===== config.mk =====
export PLATFORM = sky130hd
export DESIGN_NAME = mux
export DESIGN_NICKNAME = d
export VERILOG_FILES = /design/src/rtl/mux.sv
export SDC_FILE = /design/constraint.sdc
export NUM_CORES = 1
export LEC_CHECK = 0
export CELL_PAD_IN_SITES_DETAIL_PLACEMENT = 0
export CELL_PAD_IN_SITES_GLOBAL_PLACEMENT = 1
export CORE_UTILIZATION = 14
export DETAILED_ROUTE_END_ITERATION = 10
export PLACE_DENSITY = 0.95
export SLEW_MARGIN = 10
export SYNTH_ARGS = -nofsm -noshare
export SYNTH_HDL_FRONTEND = slang
export SYNTH_SLANG_ARGS = --single-unit

===== constraint.sdc =====
create_clock -name vclk -period 1.9
set_input_delay 0.475 -clock vclk [all_inputs]
set_output_delay 0.475 -clock vclk [all_outputs]
set_load 0.1 [all_outputs]

===== src/rtl/mux.sv =====
// Two-input word selector with an optional registered side-channel (copy + select-change counter).
// The side-channel is built only when MUX_SIDECHAN_EN is defined.
module mux #(
   parameter int unsigned WIDTH = 16,
   parameter int unsigned CNT_W = 8
) (
   input  logic             clk,
   input  logic             rst,
   input  logic [WIDTH-1:0] a,
   input  logic [WIDTH-1:0] b,
   input  logic             s,
   output logic [WIDTH-1:0] out,
   output logic [WIDTH-1:0] out_q,
   output logic             sel_q,
   output logic [CNT_W-1:0] chg_cnt
);

   // Case form so an unknown select propagates X rather than merging a and b.
   always_comb begin
      out = 'x;
      case (s)
         1'b0:    out = a;
         1'b1:    out = b;
         default: out = 'x;
      endcase
   end

`ifdef MUX_SIDECHAN_EN
   logic [WIDTH-1:0] out_d;
   logic             sel_d;
   logic [CNT_W-1:0] chg_cnt_d;
   logic [CNT_W-1:0] chg_cnt_q;

   always_comb begin
      out_d     = out;
      sel_d     = s;
      chg_cnt_d = chg_cnt_q;
      if ((s != sel_q) && (chg_cnt_q != '1)) begin
         chg_cnt_d = chg_cnt_q + CNT_W'(1);
      end
   end

   always_ff @(posedge clk) begin
      if (rst) begin
         out_q     <= '0;
         sel_q     <= 1'b0;
         chg_cnt_q <= '0;
      end else begin
         out_q     <= out_d;
         sel_q     <= sel_d;
         chg_cnt_q <= chg_cnt_d;
      end
   end

   assign chg_cnt = chg_cnt_q;
`else
   logic unused_clk_rst;

   assign unused_clk_rst = ^{clk, rst};
   assign out_q          = '0;
   assign sel_q          = 1'b0;
   assign chg_cnt        = '0;
`endif

endmodule


==> metrics.txt <==
initial antenna violation count=0; Worst path top cell family by delay=buffers and inverters; Critical Path AT=1.36 ns; CP endpoint kind=output port; Final Power=661 uW; Congestion Overflow GR=0; critical path fanouts, max=6; slowest library cell on the worst path=mux2_2; layout cells sized above 1=38.7%; post-synthesis cell count=between 40 and 50; CP startpoint kind=input pin; Port Buffer Count=49; first-pass GRT wire length=roughly 1900 um; Die Area=about 0.0034 mm^2; vias=413; fmax=between 500 and 600 MHz; power per cell area=632 mW/mm^2; wire per inst=approximately 8.8 um; sequential element share of the synthesized area=0%; biggest cell delay along the critical path=0.36 ns; Ant. Diodes=0; setup violators final=0; vias in the first global route=406; synthesized area=about 440 um^2; fin nets=130; Setup WS pre-CTS=-0.271 ns; initial DRC count=11; Fin. Hold Viols=0; post-CTS resize count=6; 1st-pass router iterations=4; vias per inst=3.06; Max-cap violations=0; Yosys warning count=0; hpwl dp=1090 um; routability cong.=0.602; number of sequential cells=0; Die X=58.1 um; critical path type=in2out; Syn-to-layout area delta=137%; Buf/Inv on CP=3; register area=0 um^2; row count=19; met1 Usage GRT=7.34%; Post-CTS Hold Buffers=0; Final Max Slew Viols=0; GRT Util Overall=between 6 and 7%; post-route ant nets=0; Core Box Area=0.00288 mm^2; Worst VDD drop=200 uV; share of the synthesized area in the top cell type=between 40% and 50%; final worst setup slack=0.0637 ns; unrepaired setup endpoints after global routing=no; layer carrying the most global-route usage=met2; Fill cells=roughly 290; GRT met2 Usage=~14%; Final Cycle Share=a little over nine tenths; Routed WL=about 1200 um; # IOs=76; Multi-input gate area=312 um^2; worst hold path class=in2out; Residual DRC=0; Tmin final=1.84 ns; Synth area leaders=buf_4 43%, mux2_4 34%, mux2_2 15%; Post-CTS Setup Inserts=0; Leakage=0.000484 uW; setup TNS=0 ns; Critical Path RT=around 1.4 ns; Starting Density=15.3%; Distinct cells, synth=6; # clk buffers=0; Mapped Avg Cell Area=10.0 um^2; status=complete, no violations; CP cell instances=clkdlybuf4s15_2 > buf_6 > mux2_2 > buf_12; GR Util met3=under 10%; Die Ht=roughly 58 um; largest net degree at the start of global routing=7; Synth area leader=buf_4
-- path summary, 6_finish.rpt --
| path | start | end | slack, ns | cells past startpoint |
|---|---|---|---|---|
| worst max-delay path | s | out[1] | 0.06 | 4 |
| worst min-delay path | s | out[0] | 1.66 | 4 |
-- per-layer routing --
layer / share of wire (%) / routed length [um]
met1: 28 / 338
met2: 57 / 679
met3: 15 / 175
met4: 0 / 0
met5: 0 / 0
-- cell type report --
type               instances  share of cell area, %
repair buffers            52                   65.2
well taps                 42                   5.02
multi-input cells         41                   29.8
-- cells in the mapped netlist --
master and number:
buf_12 1, buf_4 25, mux2_2 6, buf_6 1
mux2_4 10, conb_1 1
-- cell usage in the layout (no fill, tap or decap) --
master           instances
clkdlybuf4s50_1         32
conb_1                  25
buf_12                  16
mux2_4                  10
mux2_2                   6
buf_6                    2
buf_4                    1
clkdlybuf4s15_2          1
-- cell families (layout without fill, tap and decap cells) --
kind of cell	after synthesis	count (layout)	share of synthesized area, %
buffers and inverters	27	52	49.7
multiplexers	16	16	49.4
other	1	25	0.851
-- power by group --
group,internal (uW),total [uW],switching (uW)
sequential,0,0,0
clock,0,0,0
combinational,199,661,462
total,199,661,462
-- through the flow --
step	std cells	cell area, um^2	hold slack [ns]	util, %
floorplan	68	531	1.27	-
global placement	134	1030	1.72	35.8
detailed placement	134	1030	1.72	35.8
CTS	135	1050	1.68	36.4
global route	135	1050	1.69	36.4
finish	135	1050	1.66	36.4
No activity file was read; power rests on OpenSTA's default activity.
